**src/rtl/ann_pkg.sv**
```systemverilog
// Shared constants and types for the output layer and the argmax stage.
package ann_pkg;
  localparam int DATA_WIDTH  = 32;
  localparam int CLASS_COUNT = 10;
  localparam int IDX_WIDTH   = $clog2(CLASS_COUNT);

  typedef logic [DATA_WIDTH-1:0] score_t;
  typedef logic [IDX_WIDTH-1:0]  class_idx_t;

  typedef enum logic {ACCUM, DONE} argmax_state_t;

  localparam class_idx_t LAST_IDX = class_idx_t'(CLASS_COUNT - 1);
endpackage

```
**src/rtl/argmax_update.sv**
```systemverilog
// Combinational running-max step: folds one score into best/idx (and runner-up with ARGMAX_MARGIN_EN).
// Zero latency; no flow control of its own, the caller decides when to register.
module argmax_update
  import ann_pkg::*;
(
  input  logic       first,
  input  class_idx_t cnt,
  input  score_t     score,
  input  score_t     best,
  input  class_idx_t best_idx,
`ifdef ARGMAX_MARGIN_EN
  input  score_t     second,
  output score_t     nxt_second,
`endif
  output score_t     nxt_best,
  output class_idx_t nxt_idx
);

  always_comb begin
    nxt_best = best;
    nxt_idx  = best_idx;
`ifdef ARGMAX_MARGIN_EN
    nxt_second = second;
`endif
    if (first) begin
      nxt_best = score;
      nxt_idx  = '0;
`ifdef ARGMAX_MARGIN_EN
      nxt_second = '0;
`endif
    end else if (score > best) begin
      // Strict compare keeps the earliest index on ties.
`ifdef ARGMAX_MARGIN_EN
      nxt_second = best;
`endif
      nxt_best = score;
      nxt_idx  = cnt;
    end
`ifdef ARGMAX_MARGIN_EN
    else if (score > second) begin
      nxt_second = score;
    end
`endif
  end

endmodule

```
**src/rtl/output_argmax.sv**
```systemverilog
// Picks the winning class from a serial stream of CLASS_COUNT scores; result valid the cycle after the last beat.
// Holds the result until class_ready; score_ready is low while a result is pending. Margin output: ARGMAX_MARGIN_EN.
module output_argmax
  import ann_pkg::*;
(
  input  logic       clk,
  input  logic       rst,
  input  logic       score_valid,
  output logic       score_ready,
  input  score_t     score_data,
  output logic       class_valid,
  input  logic       class_ready,
  output class_idx_t class_idx,
`ifdef ARGMAX_MARGIN_EN
  output score_t     class_margin,
`endif
  output score_t     class_score
);

  argmax_state_t state, state_nxt;
  class_idx_t    cnt;
  score_t        best, nxt_best;
  class_idx_t    best_idx, nxt_idx;
`ifdef ARGMAX_MARGIN_EN
  score_t        second, nxt_second;
`endif

  logic beat;
  logic last;

  assign score_ready = (state == ACCUM);
  assign class_valid = (state == DONE);
  assign beat        = score_valid && score_ready;
  assign last        = (cnt == LAST_IDX);

  argmax_update u_update (
    .first    (cnt == '0),
    .cnt      (cnt),
    .score    (score_data),
    .best     (best),
    .best_idx (best_idx),
`ifdef ARGMAX_MARGIN_EN
    .second     (second),
    .nxt_second (nxt_second),
`endif
    .nxt_best (nxt_best),
    .nxt_idx  (nxt_idx)
  );

  always_comb begin
    state_nxt = state;
    case (state)
      ACCUM:   if (beat && last) state_nxt = DONE;
      DONE:    if (class_ready) state_nxt = ACCUM;
      default: state_nxt = ACCUM;
    endcase
  end

  always_ff @(posedge clk or posedge rst) begin
    if (rst) begin
      state       <= ACCUM;
      cnt         <= '0;
      best        <= '0;
      best_idx    <= '0;
      class_idx   <= '0;
      class_score <= '0;
`ifdef ARGMAX_MARGIN_EN
      second       <= '0;
      class_margin <= '0;
`endif
    end else begin
      state <= state_nxt;
      if (beat) begin
        best     <= nxt_best;
        best_idx <= nxt_idx;
`ifdef ARGMAX_MARGIN_EN
        second <= nxt_second;
`endif
        cnt <= last ? '0 : cnt + 1'b1;
        if (last) begin
          class_idx   <= nxt_idx;
          class_score <= nxt_best;
`ifdef ARGMAX_MARGIN_EN
          class_margin <= nxt_best - nxt_second;
`endif
        end
      end
    end
  end

endmodule

```
**config.mk**
```make
export PLATFORM = sky130hd
export DESIGN_NAME = output_argmax
export DESIGN_NICKNAME = d
export VERILOG_FILES = /design/src/rtl/ann_pkg.sv /design/src/rtl/argmax_update.sv /design/src/rtl/output_argmax.sv
export SDC_FILE = /design/constraint.sdc
export NUM_CORES = 1
export LEC_CHECK = 0
export BUFFER_PORTS_ARGS = -buffer_cell sky130_fd_sc_hd__buf_4
export CAP_MARGIN = 40
export CORE_AREA = 2 2 100 102
export CTS_CLUSTER_DIAMETER = 100
export DETAILED_ROUTE_END_ITERATION = 10
export DIE_AREA = 0 0 102 104
export PLACE_DENSITY = 0.72
export SKIP_CTS_REPAIR_TIMING = 1
export SLEW_MARGIN = 20
export SYNTH_ARGS = -nofsm -noshare
export SYNTH_HDL_FRONTEND = slang
export SYNTH_SLANG_ARGS = --single-unit
```
**constraint.sdc**
```tcl
create_clock -name clk -period 3.89 [get_ports clk]
set_clock_uncertainty 0.1 [all_clocks]
set_input_delay 0.778 -clock clk [delete_from_list [all_inputs] [get_ports clk]]
set_output_delay 0.778 -clock clk [all_outputs]
set_load 0.05 [all_outputs]
```
==> impl_metrics.csv, run 1 <==
group,metric,value,unit
outcome,status,"finished, final reports clean",
route,vias,3510,
final_layout,layout-drive-gt1-share,27.1,%
cts,cts-buffers-inserted,9,
grt,grt_pass1_wl,16900,µm
cts,cts_tree,"built",
final_layout,antenna_cells,0,
placement,dp_slack,0.586,ns
critical_path,crit_family,"compound AO/OA/AOI/OAI gates",
floorplan,start_util,45.0,%
cts,clk-insertion-delay-late,0.36,ns
yosys,synth_mux_area_share,8.62,%
route,drc,0,
power_and_ir_drop,swShare,45.3,%
critical_path,critPathMostFrequentCell,"buf_4",
yosys,yosysUniqueCellTypes,43,
critical_path,rrSetupSlack,1.08,ns
yosys,synth_edf_count,0,
floorplan,die_area,0.0106,mm²
yosys,syn_nets,497,
yosys,syn_inst,429,
grt,track_usage,19.9,%
sta,drv_slew,0,
power_and_ir_drop,p_total,4440,µW
cts,clock-root-buffer,"clkbuf_8",
floorplan,die_w,102,µm
power_and_ir_drop,p_sw,2010,µW
route,post_drt_wl_per_cell,15.6,µm
final_layout,fin_nets,569,
yosys,synth_compound_area_share,12.8,%
yosys,synth_top_area_share,44.8,%
floorplan,row_count,36,
yosys,yosys_warnings,0,
power_and_ir_drop,combPwrFrac,52.3,%
sta,finalHoldViolations,0,
critical_path,crit_path_max_fanout,31,
sta,clock.fmax,0.340,GHz
yosys,ys_seq_area_share,44.8,%
final_layout,fin_util,55.4,%
yosys,yosys.area_share.simple,17.6,%
sta,relSlewSlack,62.5,%
yosys,async_reset_ff_share,100,%
grt,grt_pass1_vias,3444,
cts,cts_htree_levels,3,
grt,grt_max_degree,54,
critical_path,cpPeakStageDelay,0.36,ns
sta,hold_ws,0.374,ns
floorplan,io_pins,74,
yosys,yosys_register_bits,77,
power_and_ir_drop,power_frac_clock,15.4,%
final_layout,area_growth,23.0,%
yosys,synth.avg_cell_area,10.0,µm²
yosys,netlist_area,0.00430,mm²
yosys,synth_fa_ha_area_share,9.32,%
sta,layout_setup_ws,0.950,ns
cts,clk_pin_slew,0.08,ns
power_and_ir_drop,irDropWorstVdd,0.316,mV
route,first_pass_iters,4,
route,drt_iter0_markers,138,
yosys,synthXorXnorAreaFrac,0.408,%
yosys,synth_common_cells,"dfrtp_1 (77), nand2_1 (48), nand4_1 (39)",
sta,period_needed,2.94,ns
grt,overflow,0,
critical_path,timing.rr.end,"best[11]",
route,ant_nets,0,
sta,worst_pin_slew,0.557,ns
yosys,yosysTopAreaCell,"dfrtp_1",
critical_path,path_class,"in2reg",
critical_path,slowest_stage,"mux2_2",
power_and_ir_drop,internal_power,2430,µW
sta,rsz0062_at_grt,"false",
sta,setup_viol,0,
critical_path,cp-start-kind,"input pin",
power_and_ir_drop,p_seq_share,32.2,%
yosys,netlist_top_cells_area,"dfrtp_1 (45%), ha_1 (9.3%), o211ai_1 (5.9%)",
cts,clock-sinks,77,
route,vias_per_cell,5.49,
yosys,synth_top_family_by_area,"simple AND/OR/NAND/NOR gates",
yosys,yosys_most_used_dff,"dfrtp_1",
critical_path,worstReg2RegStart,"best[1]",
placement,portBuffers,73,
worst_hold_path,min_path_type,"in2async",
critical_path,crit_path_end_kind,"register",
critical_path,crit_arrival,3.08,ns
job,drv_cap,0,
power_and_ir_drop,leakage,0.00256,µW
critical_path,reg2reg_depth,10,
cts,cts_buffer_depth,2,
floorplan,core_area,0.00955,mm²
route,routed_wl,9980,µm
yosys,yosysMostFrequentCell,"dfrtp_1",
sta,timing.final.crit_share,75.6,%
critical_path,crit_required,4.03,ns
power_and_ir_drop,power.density_cell_area,840,mW/mm²
placement,gp_congestion,0.797,
grt,antenna_found_initial,0,
floorplan,chipHeight,104,µm
critical_path,path_depth,10,
sta,tns,0,ns
critical_path,path_cells,"buf_4, ha_1, nor2b_1, o211ai_1, a2111oi_1, buf_4, o31a_1, o31ai_4, buf_12, mux2_2",
placement,post-dp-hpwl,6960,µm
critical_path,cp.buffers_inverters,3,
metrics by stage:
stage / cells / cell area [µm²]
after floorplan: 429 / 4300
after global placement: 620 / 5020
after detailed placement: 622 / 5050
after CTS: 638 / 5280
after global routing: 639 / 5290
final: 639 / 5290
final cells by class:
| type | instances | area [µm²] |
|---|---|---|
| fill | 873 | 4260 |
| multi-input combinational | 285 | 2110 |
| sequential | 77 | 1930 |
| timing repair buffer | 91 | 717 |
| tap | 133 | 166 |
| clock buffer | 13 | 159 |
| inverter | 37 | 139 |
| clock inverter | 3 | 67.6 |
registers in the layout, summed over array words and instances (netlist names):
signal / flops
class_idx: 4
cnt: 4
class_valid: 1
best_idx: 4
class_score: 32
best: 32
worst min-delay path, delay by kind of cell:
| kind | cells | cell delay (ns) |
|---|---|---|
| buffers and inverters | 3 | 0.46 |
cell families after synthesis:
group	Yosys count
AO/OA/AOI/OAI	76
adder cells (fa/ha/maj)	32
flip-flops	77
XOR/XNOR	2
multiplexers	33
AND/OR/NAND/NOR	142
buffers and inverters	67
power groups by stage:
stage | clock network, µW | logic (µW) | registers (µW)
final | 686 | 2320 | 1430
after global routing | 740 | 2540 | 1490
after CTS | 706 | 2330 | 1430
after detailed placement | 0 | 2330 | 1450
after global placement | 0 | 2270 | 1430
after floorplan | 0 | 1160 | 1940
placed cells by master (no fill, tap or decap), types with 2 or more instances in the layout:
master | netlist | final
mux2_2 | 22 | 22
nand4_1 | 39 | 39
a21oi_1 | 16 | 16
nor4_4 | 2 | 2
clkbuf_1 | 21 | 2
nand3_1 | 35 | 35
buf_4 | 0 | 87
dfrtp_1 | 77 | 77
o31ai_4 | 1 | 2
a32o_1 | 2 | 2
nand2_1 | 48 | 48
nand2b_1 | 2 | 2
o31ai_1 | 4 | 3
nand4_2 | 2 | 2
o211ai_1 | 34 | 34
a21o_1 | 2 | 2
clkbuf_8 | 0 | 11
nor2b_1 | 3 | 3
ha_1 | 32 | 32
o21ai_0 | 6 | 6
mux2_1 | 10 | 10
bufinv_16 | 0 | 2
inv_1 | 37 | 36
nor2_1 | 5 | 5
routing by layer:
layer | track usage, % | vias up | part of all wire [%]
met4 | 7.14 | 0 | 1.4
met2 | 31.2 | 74 | 49
met1 | 26.9 | 1708 | 45
met5 | 0 | - | 0
li1 | - | 1718 | -
met3 | 4.30 | 10 | 4.4
worst max path at each step:
| stage | to | from | slack [ns] |
|---|---|---|---|
| 5_1_grt | best[11] | score_data[31] | 0.75 |
| 4_1_cts | best[11] | score_data[1] | 0.96 |
| 2_1_floorplan | best[10] | score_data[27] | 0.78 |
| 6_report | best[11] | score_data[1] | 0.95 |
| 3_5_place_dp | best[20] | score_data[1] | 0.59 |
| 3_3_place_gp | best[20] | score_data[27] | 0.63 |
No activity file was read; power rests on OpenSTA's default activity.
==> inputs of run 2 (changes only) <==
--- a/config.mk
+++ b/config.mk
@@ -5,13 +5,14 @@
 export SDC_FILE = /design/constraint.sdc
 export NUM_CORES = 1
 export LEC_CHECK = 0
+export ABC_AREA = 1
 export BUFFER_PORTS_ARGS = -buffer_cell sky130_fd_sc_hd__buf_4
 export CAP_MARGIN = 40
-export CORE_AREA = 2 2 100 102
+export CORE_AREA = 2 2 105 107
 export CTS_CLUSTER_DIAMETER = 100
 export DETAILED_ROUTE_END_ITERATION = 10
-export DIE_AREA = 0 0 102 104
-export PLACE_DENSITY = 0.72
+export DIE_AREA = 0 0 107 109
+export PLACE_DENSITY = 0.71
 export SKIP_CTS_REPAIR_TIMING = 1
 export SLEW_MARGIN = 20
 export SYNTH_ARGS = -nofsm -noshare
==> constraint.sdc (replaced) <==
create_clock -name clk -period 2.8 [get_ports clk]
set_clock_uncertainty 0.1 [all_clocks]
set_input_delay 0.56 -clock clk [delete_from_list [all_inputs] [get_ports clk]]
set_output_delay 0.56 -clock clk [all_outputs]
set_load 0.05 [all_outputs]
==> impl_metrics.csv, run 2 <==
group,metric,value,unit
cts,clock-sinks,77,
route,drc,0,
sta,relSlewSlack,51.5,%
sta,drv_slew,0,
sta,rsz0062_at_grt,"false",
final_layout,antenna_cells,0,
sta,worst_pin_slew,0.726,ns
grt,track_usage,20.3,%
sta,clock.fmax,0.424,GHz
sta,hold_ws,0.176,ns
critical_path,cp-start-kind,"register",
sta,period_needed,2.36,ns
route,post_drt_wl_per_cell,13.6,µm
final_layout,layout-drive-gt1-share,22.7,%
final_layout,final-instance-count-excl-fill,810,
yosys,yosysUniqueCellTypes,32,
sta,tns,0,ns
cts,cts_tree,"built",
critical_path,path_class,"reg2reg",
placement,post-dp-hpwl,7720,µm
critical_path,cpPeakStageDelay,0.40,ns
critical_path,crit_path_max_fanout,21,
yosys,yosys_most_used_dff,"dfrtp_1",
yosys,synth_top_area_share,40.7,%
critical_path,slowest_stage,"dfrtp_1",
floorplan,core_area,0.0106,mm²
placement,dp.cells,794,
floorplan,start_util,44.7,%
job,drv_cap,0,
route,first_pass_iters,4,
yosys,yosysMostFrequentCell,"nand2_1",
floorplan,chipHeight,109,µm
yosys,synth_edf_count,0,
cts,cts-buffers-inserted,9,
yosys,synth.avg_cell_area,7.97,µm²
final_layout,fillCellCount,972,
critical_path,path_cells,"inv_1, ha_1, nand2_1, inv_2, nand2_1, nand2_1, nand2_1, nand3_2, a21oi_4, nand2_4, nand2_8, nand2_8, buf_12, nand2_4, nand3_1, nand2_1",
route,ant_nets,0,
critical_path,crit_required,2.99,ns
outcome,status,"finished, final reports clean",
yosys,synth_common_cells,"nand2_1 (185), nand3_1 (102), inv_1 (78)",
critical_path,crit_path_end_kind,"register",
grt,grt_pass1_wl,18600,µm
cts,clock-root-buffer,"clkbuf_8",
route,drt_iter0_markers,229,
sta,finalHoldViolations,0,
grt,grt_pass1_vias,4046,
cts,clk_pin_slew,0.09,ns
cts,cts_buffer_depth,2,
worst_hold_path,min_path_type,"in2async",
final_layout,top_regs,"best x32, class_score x32",
critical_path,worstReg2RegStart,"best[19]",
critical_path,rrSetupSlack,0.44,ns
yosys,yosysTopAreaCell,"dfrtp_1",
floorplan,row_count,38,
route,vias_per_cell,4.97,
yosys,yosys_warnings,0,
critical_path,timing.rr.end,"best[30]",
final_layout,final_common_cell,"nand2_1",
power_and_ir_drop,power.density_cell_area,1240,mW/mm²
critical_path,reg2reg_depth,16,
route,routed_wl,11000,µm
final_layout,mostFrequentLayoutCells,"nand2_1 (185), nand3_1 (102), buf_4 (80)",
floorplan,die_w,107,µm
yosys,syn_nets,663,
yosys,yosys_register_bits,77,
floorplan,die_area,0.0117,mm²
final_layout,fin_nets,733,
yosys,async_reset_ff_share,100,%
yosys,ys_seq_area_share,40.7,%
placement,portBuffers,73,
route,vias,4026,
final_layout,area_growth,18.3,%
sta,setup_viol,0,
floorplan,io_pins,74,
cts,cts_htree_levels,3,
yosys,syn_inst,595,
yosys,netlist_area,0.00474,mm²
cts,clk-insertion-delay-late,0.35,ns
placement,gp_congestion,0.829,
power_and_ir_drop,leakage,0.00323,µW
grt,antenna_found_initial,0,
grt,grt_max_degree,43,
power_and_ir_drop,irDropWorstVdd,0.709,mV
yosys,netlist_top_cells_area,"dfrtp_1 (41%), nand2_1 (15%), nand3_1 (11%)",
critical_path,critPathMostFrequentCell,"nand2_1",
grt,overflow,0,
critical_path,crit_arrival,2.55,ns
sta,timing.final.crit_share,84.3,%
-- run 2: cell count changes after synthesis, sizes merged, moves of 3 or more --
cell | before | now
nand2 | 48 | 222
nand3 | 35 | 103
inv | 37 | 85
o211ai | 34 | 0
mux2 | 32 | 0
nand4 | 41 | 9
nor2 | 5 | 18
clkbuf | 21 | 10
buf | 9 | 14
o31ai | 5 | 0
nor2b | 3 | 0
o21ai | 6 | 3
-- run 2: routing by layer --
layer  up-vias  wire (µm)  global-route usage (%)
li1       2014          -                       -
met1      1900       4890                    25.5
met2        93       5480                    33.8
met3        19        456                    4.36
met4         0        208                    8.72
met5         -          0                       0
-- run 2: worst max path at each step --
stage | start | end | slack (ns)
finish | best[19] | best[30] | 0.44
global route | best[15] | best[30] | 0.26
CTS | best[19] | best[30] | 0.42
detailed placement | score_data[27] | best[31] | 0.17
global placement | score_data[19] | best[6] | 0.22
floorplan | rst | best[0] | 0.17
-- run 2: logic make-up (layout without fill, tap and decap cells) --
kind of cell | count (synthesis) | count (layout) | share of synthesized area (%)
compound gates | 20 | 20 | 2.46
xor+xnor | 1 | 1 | 0.185
fa+ha+maj | 32 | 32 | 8.45
buf+inv | 110 | 185 | 10.2
flops | 77 | 77 | 40.7
simple gates | 355 | 355 | 38.1
-- run 2: layout make-up --
cell class,count,area [µm²],share of cell area [%]
multi-input combinational,408,2340,41.7
sequential,77,1930,34.4
timing repair buffer,83,661,11.8
inverter,86,324,5.78
tap,140,175,3.12
clock buffer,10,138,2.45
clock inverter,6,46.3,0.826
-- run 2: through the flow --
step                util (%)  worst slack [ns]  power [µW]  instance area, µm²
floorplan                  -             0.173        5210                4740
detailed placement      51.1             0.175        6200                5420
global route            52.9             0.258        7550                5610
global placement        51.1             0.222        6060                5420
CTS                     52.9             0.416        7030                5610
finish                  52.9             0.441        6970                5610
-- run 2: power by group --
group / leakage, µW / switching, µW / internal [µW]
combinational: 0.00219 / 2840 / 1370
sequential: 0.000954 / 303 / 1660
clock: 0.0000893 / 441 / 352
-- run 2: critical path, delay by kind of cell, from the launching register on --
family          cells  cell delay, ns
simple gates       11            1.03
fa+ha+maj           1            0.24
compound gates      1            0.17
buf+inv             3            0.34
flops               1            0.40
